File: config.mk
export PLATFORM = sky130hd
export DESIGN_NAME = cond_logic_flat
export DESIGN_NICKNAME = d
export VERILOG_FILES = /design/src/rtl/cond_logic_if.sv /design/src/rtl/cond_logic.sv /design/src/flat_wrapper.sv
export SDC_FILE = /design/constraint.sdc
export NUM_CORES = 1
export LEC_CHECK = 0
export BUFFER_PORTS_ARGS = -buffer_cell sky130_fd_sc_hd__buf_2
export CORE_ASPECT_RATIO = 1.2
export CORE_MARGIN = 5
export CORE_UTILIZATION = 54
export CTS_BUF_LIST = sky130_fd_sc_hd__clkbuf_4 sky130_fd_sc_hd__clkbuf_8 sky130_fd_sc_hd__clkbuf_16
export CTS_CLUSTER_DIAMETER = 120
export DETAILED_ROUTE_END_ITERATION = 6
export HOLD_SLACK_MARGIN = 0.06
export PLACE_DENSITY = 0.89
export RECOVER_POWER = 25
export SKIP_CTS_REPAIR_TIMING = 1
export SLEW_MARGIN = 40
export SYNTH_ARGS = -nofsm -noshare
export SYNTH_HDL_FRONTEND = slang
export SYNTH_SLANG_ARGS = --single-unit
File: constraint.sdc
create_clock -name clk -period 3.8 [get_ports clk]
set_clock_uncertainty 0.2 [all_clocks]
set_input_delay 0.19 -clock clk [delete_from_list [all_inputs] [get_ports clk]]
set_output_delay 0.19 -clock clk [all_outputs]
set_load 0.05 [all_outputs]
File: src/rtl/cond_logic_if.sv
`timescale 1ns/1ps
`default_nettype none
// ============================================================================
//  Module   : cond_logic_if
//  Purpose  : Decoder-side bundle for the conditional-execution stage.
//             Carries the condition field, ALU flags and write requests in,
//             and the gated enables, flags and skip count out.
//  Revision : 1.0  initial release
// ============================================================================
interface cond_logic_if;
  logic [3:0]  Cond;
  logic [3:0]  ALUFlags;
  logic [1:0]  FlagW;
  logic        PCS;
  logic        RegW;
  logic        MemW;
  logic        InstrValid;
  logic        PCSrc;
  logic        RegWrite;
  logic        MemWrite;
  logic [3:0]  Flags;
  logic [15:0] SkipCount;

  // Decoder side drives requests and observes gated results
  modport master (
    output Cond, ALUFlags, FlagW, PCS, RegW, MemW, InstrValid,
    input  PCSrc, RegWrite, MemWrite, Flags, SkipCount
  );

  // Conditional-execution stage side
  modport slave (
    input  Cond, ALUFlags, FlagW, PCS, RegW, MemW, InstrValid,
    output PCSrc, RegWrite, MemWrite, Flags, SkipCount
  );
endinterface
`default_nettype wire

File: src/rtl/cond_logic.sv
`timescale 1ns/1ps
`default_nettype none
// ============================================================================
//  Module   : cond_logic
//  Purpose  : Holds NZCV flags, evaluates the instruction condition field
//             against them, gates PCS/RegW/MemW into architectural write
//             enables and keeps a saturating count of squashed instructions.
//  Options  : CONDEX_REG_EN - register the execute gate for a multicycle
//             datapath (gated outputs lag Cond by one cycle).
//  Revision : 1.0  initial release
// ============================================================================
module cond_logic (
  input  logic         clk,
  input  logic         reset_n,
  cond_logic_if.slave  bus
);

  localparam logic [15:0] SKIP_MAX = 16'hFFFF;

  logic [3:0]  flags_q;
  logic [3:0]  flags_d;
  logic [15:0] skip_q;
  logic [15:0] skip_d;
  logic        condex;
  logic        exec;
  logic        gate;
  logic        n_f;
  logic        z_f;
  logic        c_f;
  logic        v_f;

  assign {n_f, z_f, c_f, v_f} = flags_q;

  // Condition check uses the stored flags only, so an instruction never
  // sees the flags it is itself producing.
  always_comb begin
    condex = 1'b0;
    case (bus.Cond)
      4'b0000: condex = z_f;
      4'b0001: condex = ~z_f;
      4'b0010: condex = c_f;
      4'b0011: condex = ~c_f;
      4'b0100: condex = n_f;
      4'b0101: condex = ~n_f;
      4'b0110: condex = v_f;
      4'b0111: condex = ~v_f;
      4'b1000: condex = c_f & ~z_f;
      4'b1001: condex = ~c_f | z_f;
      4'b1010: condex = (n_f == v_f);
      4'b1011: condex = (n_f != v_f);
      4'b1100: condex = ~z_f & (n_f == v_f);
      4'b1101: condex = z_f | (n_f != v_f);
      4'b1110: condex = 1'b1;
      default: condex = 1'b0;   // 1111: never executes
    endcase
  end

  assign exec = condex & bus.InstrValid;

  // Next-state for the two independent flag halves and the skip counter
  always_comb begin
    flags_d = flags_q;
    skip_d  = skip_q;
    if (exec && bus.FlagW[1]) flags_d[3:2] = bus.ALUFlags[3:2];
    if (exec && bus.FlagW[0]) flags_d[1:0] = bus.ALUFlags[1:0];
    if (bus.InstrValid && !condex && (skip_q != SKIP_MAX)) skip_d = skip_q + 16'd1;
  end

  // Flag and counter state registers
  always_ff @(posedge clk or negedge reset_n) begin
    if (!reset_n) begin
      flags_q <= 4'b0000;
      skip_q  <= 16'h0000;
    end else begin
      flags_q <= flags_d;
      skip_q  <= skip_d;
    end
  end

`ifdef CONDEX_REG_EN
  logic gate_q;

  // Execute gate captured for the next cycle of a multicycle datapath
  always_ff @(posedge clk or negedge reset_n) begin
    if (!reset_n) gate_q <= 1'b0;
    else          gate_q <= exec;
  end

  assign gate = gate_q;
`else
  // Reset is folded in so the enables drop as soon as reset asserts,
  // even though cleared flags would otherwise let AL pass.
  assign gate = exec & reset_n;
`endif

  assign bus.PCSrc     = bus.PCS  & gate;
  assign bus.RegWrite  = bus.RegW & gate;
  assign bus.MemWrite  = bus.MemW & gate;
  assign bus.Flags     = flags_q;
  assign bus.SkipCount = skip_q;

endmodule
`default_nettype wire

File: src/flat_wrapper.sv
// flat-port wrapper written by rule: the top's interface ports become plain ports
module cond_logic_flat 
  (clk, reset_n, bus_Cond, bus_ALUFlags, bus_FlagW, bus_PCS, bus_RegW, bus_MemW, bus_InstrValid, bus_PCSrc, bus_RegWrite, bus_MemWrite, bus_Flags, bus_SkipCount);
  cond_logic_if bus_i ();
  input  logic clk;
  input  logic reset_n;
  input wire logic [$bits(bus_i.Cond)-1:0] bus_Cond;
  input wire logic [$bits(bus_i.ALUFlags)-1:0] bus_ALUFlags;
  input wire logic [$bits(bus_i.FlagW)-1:0] bus_FlagW;
  input wire logic [$bits(bus_i.PCS)-1:0] bus_PCS;
  input wire logic [$bits(bus_i.RegW)-1:0] bus_RegW;
  input wire logic [$bits(bus_i.MemW)-1:0] bus_MemW;
  input wire logic [$bits(bus_i.InstrValid)-1:0] bus_InstrValid;
  output wire logic [$bits(bus_i.PCSrc)-1:0] bus_PCSrc;
  output wire logic [$bits(bus_i.RegWrite)-1:0] bus_RegWrite;
  output wire logic [$bits(bus_i.MemWrite)-1:0] bus_MemWrite;
  output wire logic [$bits(bus_i.Flags)-1:0] bus_Flags;
  output wire logic [$bits(bus_i.SkipCount)-1:0] bus_SkipCount;
  assign bus_i.Cond = bus_Cond;
  assign bus_i.ALUFlags = bus_ALUFlags;
  assign bus_i.FlagW = bus_FlagW;
  assign bus_i.PCS = bus_PCS;
  assign bus_i.RegW = bus_RegW;
  assign bus_i.MemW = bus_MemW;
  assign bus_i.InstrValid = bus_InstrValid;
  assign bus_PCSrc = bus_i.PCSrc;
  assign bus_RegWrite = bus_i.RegWrite;
  assign bus_MemWrite = bus_i.MemWrite;
  assign bus_Flags = bus_i.Flags;
  assign bus_SkipCount = bus_i.SkipCount;
  cond_logic u_core (.clk(clk), .reset_n(reset_n), .bus(bus_i));
endmodule
# Yosys cells after proc, flatten, opt, wreduce, memory -nomap -nowiden
# Index checks and enable logic that the tools add are counted.
# op_classes
add_sub_neg,1
n_eq_ne,17
mux,1
bitwise,13
n_reduce_logical,6
# ops
operator,n
$eq 4x4->1 const B,7
$add 16x1->16 const B,1
$eq 4x3->1 const B,4
$ne 16x16->1 const B,1
$pmux 1 s15,1
$eq 4x2->1 const B,2
$and 1x1->1,7
$eq 4x1->1 const B,1
$logic_and 1x1->1,4
$logic_not 4->1,1
$not 1->1,4
$or 1x1->1,2
$eq 1x1->1,1
$logic_not 1->1,1
$ne 1x1->1,1
# word_totals
ff_bits,20
out_inout_bits,23
elab_cells,41

# Logic depth before layout (Yosys ltp)
# Gate-level depths: netlist (run 1).
# logic_depth
depth_word,6
mapped_depth,7
mapped_depth_nobuf,6

# Least setup slack after synthesis (run 1)
# No wires, ideal clock.
# synth_timing
path_type,reg-to-output
startpoint,register u_core.flags_q[3] (netlist: u_core.bus.Flags[3])
endpoint,output bus_MemWrite
arrival_time_ns,2.355
t_required_ns,3.410
path_slack_ns,1.055
path_stages_with_launch,8
n_path_buf,1
path_cell_list,dfrtp_1 -> buf_6 -> xnor2_1 -> mux2i_1 -> o311ai_1 -> a211o_4 -> and3_1 -> and2_1
# synth_via
elab_chain_cells,6
word_cells_on_any_way,9
cone_classes,2 x eq/ne; 1 x mux; 6 x bitwise
# synth_lines
element,line,source
start: declaration,cond_logic.sv:20,logic [3:0] flags_q;
start signal: assignment,cond_logic.sv:75,flags_q <= flags_d;
$ne 1x1->1 / $eq 1x1->1 (equally long branches),-,
$or 1x1->1 / $and 1x1->1 (equally long branches),"cond_logic.sv:52, cond_logic.sv:51",
$pmux 1 s15 (*),cond_logic.sv:38,case (bus.Cond)
$and 1x1->1 (*),cond_logic.sv:58,assign exec = condex & bus.InstrValid;
$and 1x1->1 (*),cond_logic.sv:93,assign gate = exec & reset_n;
$and 1x1->1 (*),cond_logic.sv:98,assign bus.MemWrite = bus.MemW & gate;
end: declaration,flat_wrapper.sv:16,output wire logic [$bits(bus_i.MemWrite)-1:0] bus_MemWrite;
# Mark *: on every way between the ends. The rest lies on a longest branch, timed or not.

# Final worst setup path (run 1)
# Ends and elaborated chain as after synthesis.

==> results of run 1 <==
-- how the worst max path moves through the flow --
stage	startpoint	endpoint	depth (start not counted)
after floorplan	u_core.bus.Flags[3]	bus_MemWrite	7
after global placement	u_core.bus.Flags[3]	bus_RegWrite	7
after detailed placement	u_core.bus.Flags[3]	bus_MemWrite	7
after CTS	u_core.bus.Flags[3]	bus_MemWrite	7
after global routing	u_core.bus.Flags[3]	bus_MemWrite	7
final	u_core.bus.Flags[3]	bus_MemWrite	7
-- kinds of logic (layout without fill, tap and decap cells) --
logic type	count (synthesis)	in the layout
simple gates	52	52
flops	20	20
xor+xnor	17	17
compound gates	11	11
buf+inv	9	50
mux	7	7
fa+ha+maj	1	1
-- cells in the mapped netlist, types with 2 or more instances --
cell type   n  area [um2]
and4_1      2        17.5
nor2_1      3        11.3
and3_1      4        25.0
nand4_1     4        25.0
buf_6       2        22.5
and3_4      2        22.5
o311ai_0    2        17.5
nor3b_1     2        15.0
nor4_2      2        25.0
nand2_1     8        30.0
and2_1      3        18.8
nor2b_1     2        12.5
mux2i_1     2        20.0
mux2_4      4        60.1
nand3_1     6        30.0
xnor2_1     7        61.3
nor4_1      2        12.5
nor3_1      3        15.0
and4bb_1    2        25.0
dfrtp_1    20         500
and2b_1     2        15.0
xor2_1     10        87.6
inv_1       3        11.3
-- routing by layer --
layer / up-vias / GRT usage (%)
met1: 528 / 22.4
met4: 0 / 6.54
li1: 507 / -
met3: 5 / 3.54
met5: - / 0
met2: 33 / 34.3
-- cell usage in the layout, fill, tap and decap left out, types with 2 or more instances in the layout --
cell,synthesis,final
nor3_1,3,3
and3_1,4,4
nor3b_1,2,2
and2b_1,2,2
nand3_1,6,6
and4bb_1,2,2
nor4_2,2,2
buf_2,1,37
nor4_1,2,2
clkbuf_4,0,3
nand2_1,8,8
inv_1,3,3
nor2_1,3,3
o311ai_0,2,2
xor2_1,10,10
and2_1,3,3
and4_1,2,2
dfrtp_1,20,20
dlygate4sd3_1,0,5
and3_4,2,2
nor2b_1,2,2
mux2_4,4,4
nand4_1,4,4
xnor2_1,7,7
mux2i_1,2,2
-- per-stage QoR --
stage | instances | instance area [um2] | worst slack, ns | hold slack (ns) | utilization [%]
floorplan | 117 | 1270 | 1.06 | -0.306 | -
CTS | 184 | 1500 | 0.809 | -0.369 | 65.5
global placement | 180 | 1460 | 1.30 | -0.0428 | 63.9
global route | 189 | 1540 | 0.615 | 0.107 | 67.7
detailed placement | 180 | 1460 | 1.16 | -0.0374 | 63.9
finish | 189 | 1540 | 0.830 | 0.0866 | 67.7
-- power by group --
| part | internal (mW) | switching [mW] | total [mW] |
|---|---|---|---|
| sequential | 0.266 | 0.0919 | 0.358 |
| clock | 0.0585 | 0.0646 | 0.123 |
| combinational | 0.173 | 0.334 | 0.507 |
| total | 0.497 | 0.491 | 0.988 |
-- area by class of cell --
cell class | count | area, um2
Fill cell | 201 | 738
Multi-Input combinational cell | 88 | 718
Sequential cell | 20 | 500
Timing Repair Buffer | 43 | 239
Tap cell | 31 | 38.8
Clock buffer | 4 | 36.3
Inverter | 3 | 11.3
-- flip-flops by register name, summed over array words and instances, names as in the netlist --
name / cells
u_core.bus.SkipCount: 16
u_core.bus.Flags: 4
-- critical path: cells and delay by family, from the launching register on --
kind	cells	cell delay, ns
AOI/OAI and AO/OA	2	0.82
DFF	1	0.50
and+or+nand+nor	2	0.33
buffers and inverters	1	0.26
xor gates and xnor gates	1	0.25
muxes	1	0.12
==> impl_metrics.py, run 1 <==
metrics = {
    "cts": {
        "root_buffer": "clkbuf_4",
        "cts_buffer_depth": 2,
        "cts_tree": "done",
        "cts.sinks": 20,
        "htreeDepth": 1,
        "path_clk_slew_ns": 0.11,
        "worstSkewPairLatency_ns": 0.30,
        "numCtsBuffers": 3,
    },
    "timing": {
        "relSlewSlack_pct": 26.6,
        "setup_viol": 0,
        "final-hold-violation-count": 0,
        "fin_crit_sh_pct": 78.2,
        "fin_crit_ns": 2.97,
        "fin_tns_setup_ns": 0,
        "timing.fmax_ghz": 0.337,
        "rsz0062_at_grt": "no",
        "drv_slew": 0,
        "tightest_slew_ns": 1.10,
    },
    "critical_path": {
        "crit_chain": "xnor2_1 > mux2i_1 > o311ai_1 > a211o_4 > and3_1 > and2_1 > buf_2",
        "rr_endpoint": "u_core.bus.Flags[1]",
        "critPathSlowestCell": "o311ai_1",
        "crit_path_max_incr_delay_ns": 0.57,
        "start_kind": "register",
        "crit_required_ns": 3.41,
        "cp_max_fo": 11,
        "endpoint_kind": "output port",
        "worstSetupPathType": "register to output port",
        "reg2reg_from": "u_core.bus.Flags[3]",
        "r2r_slack_ns": 1.29,
        "rr_worst_depth": 6,
        "crit_arrival_ns": 2.58,
    },
    "floorplanning": {
        "fp.dieW_um": 54.3,
        "core_um2": 2280,
        "pin_count": 39,
        "die_h_um": 63.2,
        "rows": 19,
        "fp.dieArea_um2": 3430,
        "start_util_pct": 55.8,
    },
    "detailed_routing": {
        "ant_nets": 0,
        "vias": 1073,
        "drt_first_iter_violations": 23,
        "topRoutingLayerUsed": "met4",
        "drc": 0,
        "wl_met3_um": 155,
        "via_per_inst": 5.68,
        "routed_wl_um": 3000,
        "wl_met1_um": 1130,
        "wl_met2_um": 1680,
        "drt_first_pass_iters": 4,
        "wire_per_inst_um": 15.9,
    },
    "logic_synthesis": {
        "syn-num-nets": 134,
        "synth_top_family_by_area": "simple AND/OR/NAND/NOR gates",
        "synth_mux_area_share_pct": 7.17,
        "synth_cell_type_count": 43,
        "synthFlopType": "dfrtp_1",
        "synth_xor_area_share_pct": 11.7,
        "syn_area_um2": 1270,
        "synth-simple-area-share_pct": 27.2,
        "yosysWarningCount": 0,
        "avgSynthCellArea_um2": 10.9,
        "synth_compound_area_share_pct": 9.33,
        "synth-edff-count": 0,
        "synthAdderAreaFrac_pct": 0.982,
        "synth_cells": 117,
        "async_reset_ff_share_pct": 100,
        "synth-seq-cells": 20,
        "yosysSeqAreaShare_pct": 39.3,
    },
    "power_and_ir_drop": {
        "p_leak_nw": 0.771,
        "total_power_uw": 988,
        "p_per_area_nw_per_um2": 640,
        "ir_worst_vdd_v": 0.000467,
    },
    "grt": {
        "grt_usage_pct": 19.4,
        "antenna_found_initial": 0,
        "overflow": 0,
        "grt_pass1_wl_um": 4990,
        "grt_pass1_vias": 1068,
        "grt_max_degree": 22,
    },
    "finish": {
        "area_growth_syn_to_layout_pct": 21.2,
        "drive_gt1_share_pct": 35.4,
        "nNetsFinal": 176,
        "n_antenna_cell": 0,
    },
    "placement": {
        "post-dp-hpwl_um": 2250,
        "gp_congestion": 0.756,
        "io_buffers": 38,
    },
    "worst_hold_path": {
        "hold_end": "u_core.bus.SkipCount[12]",
        "hold_path_depth": 4,
        "hp-class": "primary input to register",
        "hold_start": "bus_InstrValid",
    },
    "outcome": {
        "status": "finished, final reports clean",
    },
    "job": {
        "cap_violations": 0,
    },
}
No activity file was read; power rests on OpenSTA's default activity.
==> run 2: changes to the inputs <==
--- a/config.mk
+++ b/config.mk
@@ -5,15 +5,16 @@
 export SDC_FILE = /design/constraint.sdc
 export NUM_CORES = 1
 export LEC_CHECK = 0
+export ABC_AREA = 1
 export BUFFER_PORTS_ARGS = -buffer_cell sky130_fd_sc_hd__buf_2
 export CORE_ASPECT_RATIO = 1.2
 export CORE_MARGIN = 5
-export CORE_UTILIZATION = 54
+export CORE_UTILIZATION = 48
 export CTS_BUF_LIST = sky130_fd_sc_hd__clkbuf_4 sky130_fd_sc_hd__clkbuf_8 sky130_fd_sc_hd__clkbuf_16
 export CTS_CLUSTER_DIAMETER = 120
 export DETAILED_ROUTE_END_ITERATION = 6
 export HOLD_SLACK_MARGIN = 0.06
-export PLACE_DENSITY = 0.89
+export PLACE_DENSITY = 0.82
 export RECOVER_POWER = 25
 export SKIP_CTS_REPAIR_TIMING = 1
 export SLEW_MARGIN = 40
==> constraint.sdc (replaced) <==
create_clock -name clk -period 2.6 [get_ports clk]
set_clock_uncertainty 0.2 [all_clocks]
set_input_delay 0.13 -clock clk [delete_from_list [all_inputs] [get_ports clk]]
set_output_delay 0.13 -clock clk [all_outputs]
set_load 0.05 [all_outputs]
==> run 2 against run 1 <==
Compared with the run above: clock power rose by 21%; final area rose by 23%; final cell count rose by 66%; combinational power rose by 43%; synthesized cell count rose by 96%; largest cell class unchanged; highest routed layer unchanged.
==> impl_metrics.py, run 2 <==
metrics = {
    "detailed_routing": {
        "via_per_inst": 5.34,
        "vias": 1670,
        "routed_wl_um": 4040,
        "wire_per_inst_um": 12.9,
        "drc": 0,
        "drt_first_pass_iters": 4,
        "ant_nets": 0,
        "drt_first_iter_violations": 115,
    },
    "logic_synthesis": {
        "async_reset_ff_share_pct": 100,
        "yosysWarningCount": 0,
        "synthAdderAreaFrac_pct": 0.795,
        "synth-edff-count": 0,
        "synth.area.top_cells": "dfrtp_1, nand2_1, nand4_1, nor2_1, nand3_1",
        "synth_common_cells": "nand2_1, nor2_1, nand4_1",
        "syn-num-nets": 246,
        "post-synth-top-count-cell": "nand2_1",
        "synth_xor_area_share_pct": 7.23,
        "synth-simple-area-share_pct": 51.3,
        "synthFlopType": "dfrtp_1",
        "yosysTopAreaCell": "dfrtp_1",
        "synth_compound_area_share_pct": 2.07,
        "synth-seq-cells": 20,
        "synth_top_family_by_area": "simple AND/OR/NAND/NOR gates",
        "yosysSeqAreaShare_pct": 31.8,
        "avgSynthCellArea_um2": 6.87,
        "syn_area_um2": 1570,
        "synth_cell_type_count": 26,
        "synth_top_area_share_pct": 31.8,
        "synth_cells": 229,
        "synth_mux_area_share_pct": 0,
    },
    "grt": {
        "grt_max_degree": 25,
        "grt_usage_pct": 16.5,
        "antenna_found_initial": 0,
        "overflow": 0,
        "grt_pass1_wl_um": 6330,
        "grt_pass1_vias": 1442,
    },
    "cts": {
        "worstSkewPairLatency_ns": 0.31,
        "path_clk_slew_ns": 0.12,
        "cts_buffer_depth": 2,
        "htreeDepth": 1,
        "cts.sinks": 20,
        "root_buffer": "clkbuf_4",
        "cts_tree": "done",
        "numCtsBuffers": 3,
    },
    "placement": {
        "gp_congestion": 0.986,
        "place_ws_ns": 0.519,
        "post-dp-hpwl_um": 2780,
        "io_buffers": 38,
    },
    "timing": {
        "fin_crit_sh_pct": 89.5,
        "final-hold-violation-count": 0,
        "whs_ns": 0.0969,
        "fin_tns_setup_ns": 0,
        "rsz0062_at_grt": "no",
        "worst_slack_ns": 0.272,
        "fin_crit_ns": 2.33,
        "tightest_slew_ns": 1.10,
        "setup_viol": 0,
        "timing.fmax_ghz": 0.430,
        "relSlewSlack_pct": 26.9,
        "drv_slew": 0,
    },
    "finish": {
        "drive_gt1_share_pct": 24.2,
        "area_growth_syn_to_layout_pct": 21.0,
        "mostFrequentLayoutCells": "nand2_1, buf_2, nor2_1",
        "largest_reg_flops": 16,
        "final_core_util_pct": 61.2,
        "n_fill_cell": 299,
        "n_antenna_cell": 0,
        "final_common_cell": "nand2_1",
        "nNetsFinal": 296,
    },
    "floorplanning": {
        "fp.dieArea_um2": 4530,
        "die_h_um": 72.7,
        "core_um2": 3110,
        "fp.dieW_um": 62.3,
        "start_util_pct": 50.6,
        "rows": 22,
        "pin_count": 39,
    },
    "job": {
        "cap_violations": 0,
    },
    "power_and_ir_drop": {
        "ir_worst_vdd_v": 0.000737,
        "p_leak_nw": 1.02,
        "p_per_area_nw_per_um2": 704,
    },
    "critical_path": {
        "endpoint_kind": "output port",
        "crit_arrival_ns": 2.00,
        "worstSetupPathType": "register to output port",
        "start_kind": "register",
        "crit_required_ns": 2.27,
        "cp_max_fo": 7,
    },
    "outcome": {
        "status": "finished, final reports clean",
    },
    "worst_hold_path": {
        "hp-class": "primary input to register",
    },
}
==> run 2: cell types whose count changed after synthesis, moves of 10 or more <==
cell | before | now
nand4_1 | 4 | 22
nor2_1 | 3 | 25
nand3_1 | 6 | 18
nand2_2 | 0 | 14
inv_1 | 3 | 13
nand2_1 | 8 | 77
==> run 2: final timing paths <==
kind	start	end	slack, ns	depth (start not counted)
min in group asynchronous	reset_n	u_core.bus.SkipCount[8]	0.53	3
max reg2reg	u_core.bus.Flags[0]	u_core.bus.Flags[2]	0.31	12
min reg2reg	u_core.bus.SkipCount[1]	u_core.bus.SkipCount[1]	0.35	2
min	bus_InstrValid	u_core.bus.SkipCount[13]	0.1	3
max in group asynchronous	reset_n	u_core.bus.SkipCount[2]	1.01	3
max	u_core.bus.Flags[0]	bus_PCSrc	0.27	12
==> run 2: cell families (layout without fill, tap and decap cells) <==
group | Yosys count | after routing
xor gates and xnor gates | 13 | 13
DFF | 20 | 20
AOI/OAI and AO/OA | 5 | 5
buffers and inverters | 23 | 71
adders and majority gates | 1 | 1
and+or+nand+nor | 167 | 167
==> run 2: final cells by class <==
class | count | area, um2 | share of cell area (%)
Timing Repair Buffer | 50 | 303 | 15.9
Sequential cell | 20 | 500 | 26.3
Tap cell | 36 | 45.0 | 2.37
Multi-Input combinational cell | 186 | 966 | 50.7
Clock buffer | 3 | 22.5 | 1.18
Inverter | 18 | 67.6 | 3.55
==> run 2: through the flow <==
step	power, mW	cell area [um2]	std cells
2_1_floorplan	1.02	1570	229
4_1_cts	1.32	1800	302
5_1_grt	1.43	1900	313
6_report	1.34	1900	313
3_3_place_gp	1.16	1780	299
3_5_place_dp	1.17	1780	299
==> run 2: power breakdown <==
| part | switching (mW) | internal [mW] |
|---|---|---|
| logic | 0.534 | 0.193 |
| registers | 0.0926 | 0.372 |
| clock network | 0.0953 | 0.0541 |
| total | 0.722 | 0.619 |
==> run 2: critical path: stages (launching register included) <==
cell     delay, ns
dfrtp_1       0.46
inv_2         0.11
nand2_1       0.05
nand2_1       0.09
nand2_1       0.08
nand2_1       0.06
nand2_1       0.07
nand2_2       0.09
nor2_4        0.05
nand2_2       0.12
nand3_1       0.14
nor2_1        0.12
buf_2         0.27
==> run 2: metal layers <==
metal	share of wire (%)	up-vias	wire, um	global-route usage (%)
met2	50	50	2010	28.0
met4	2.7	0	110	6.37
met1	44	764	1760	21.2
li1	-	846	-	-
met3	3.9	10	156	2.62
met5	0	-	0	0
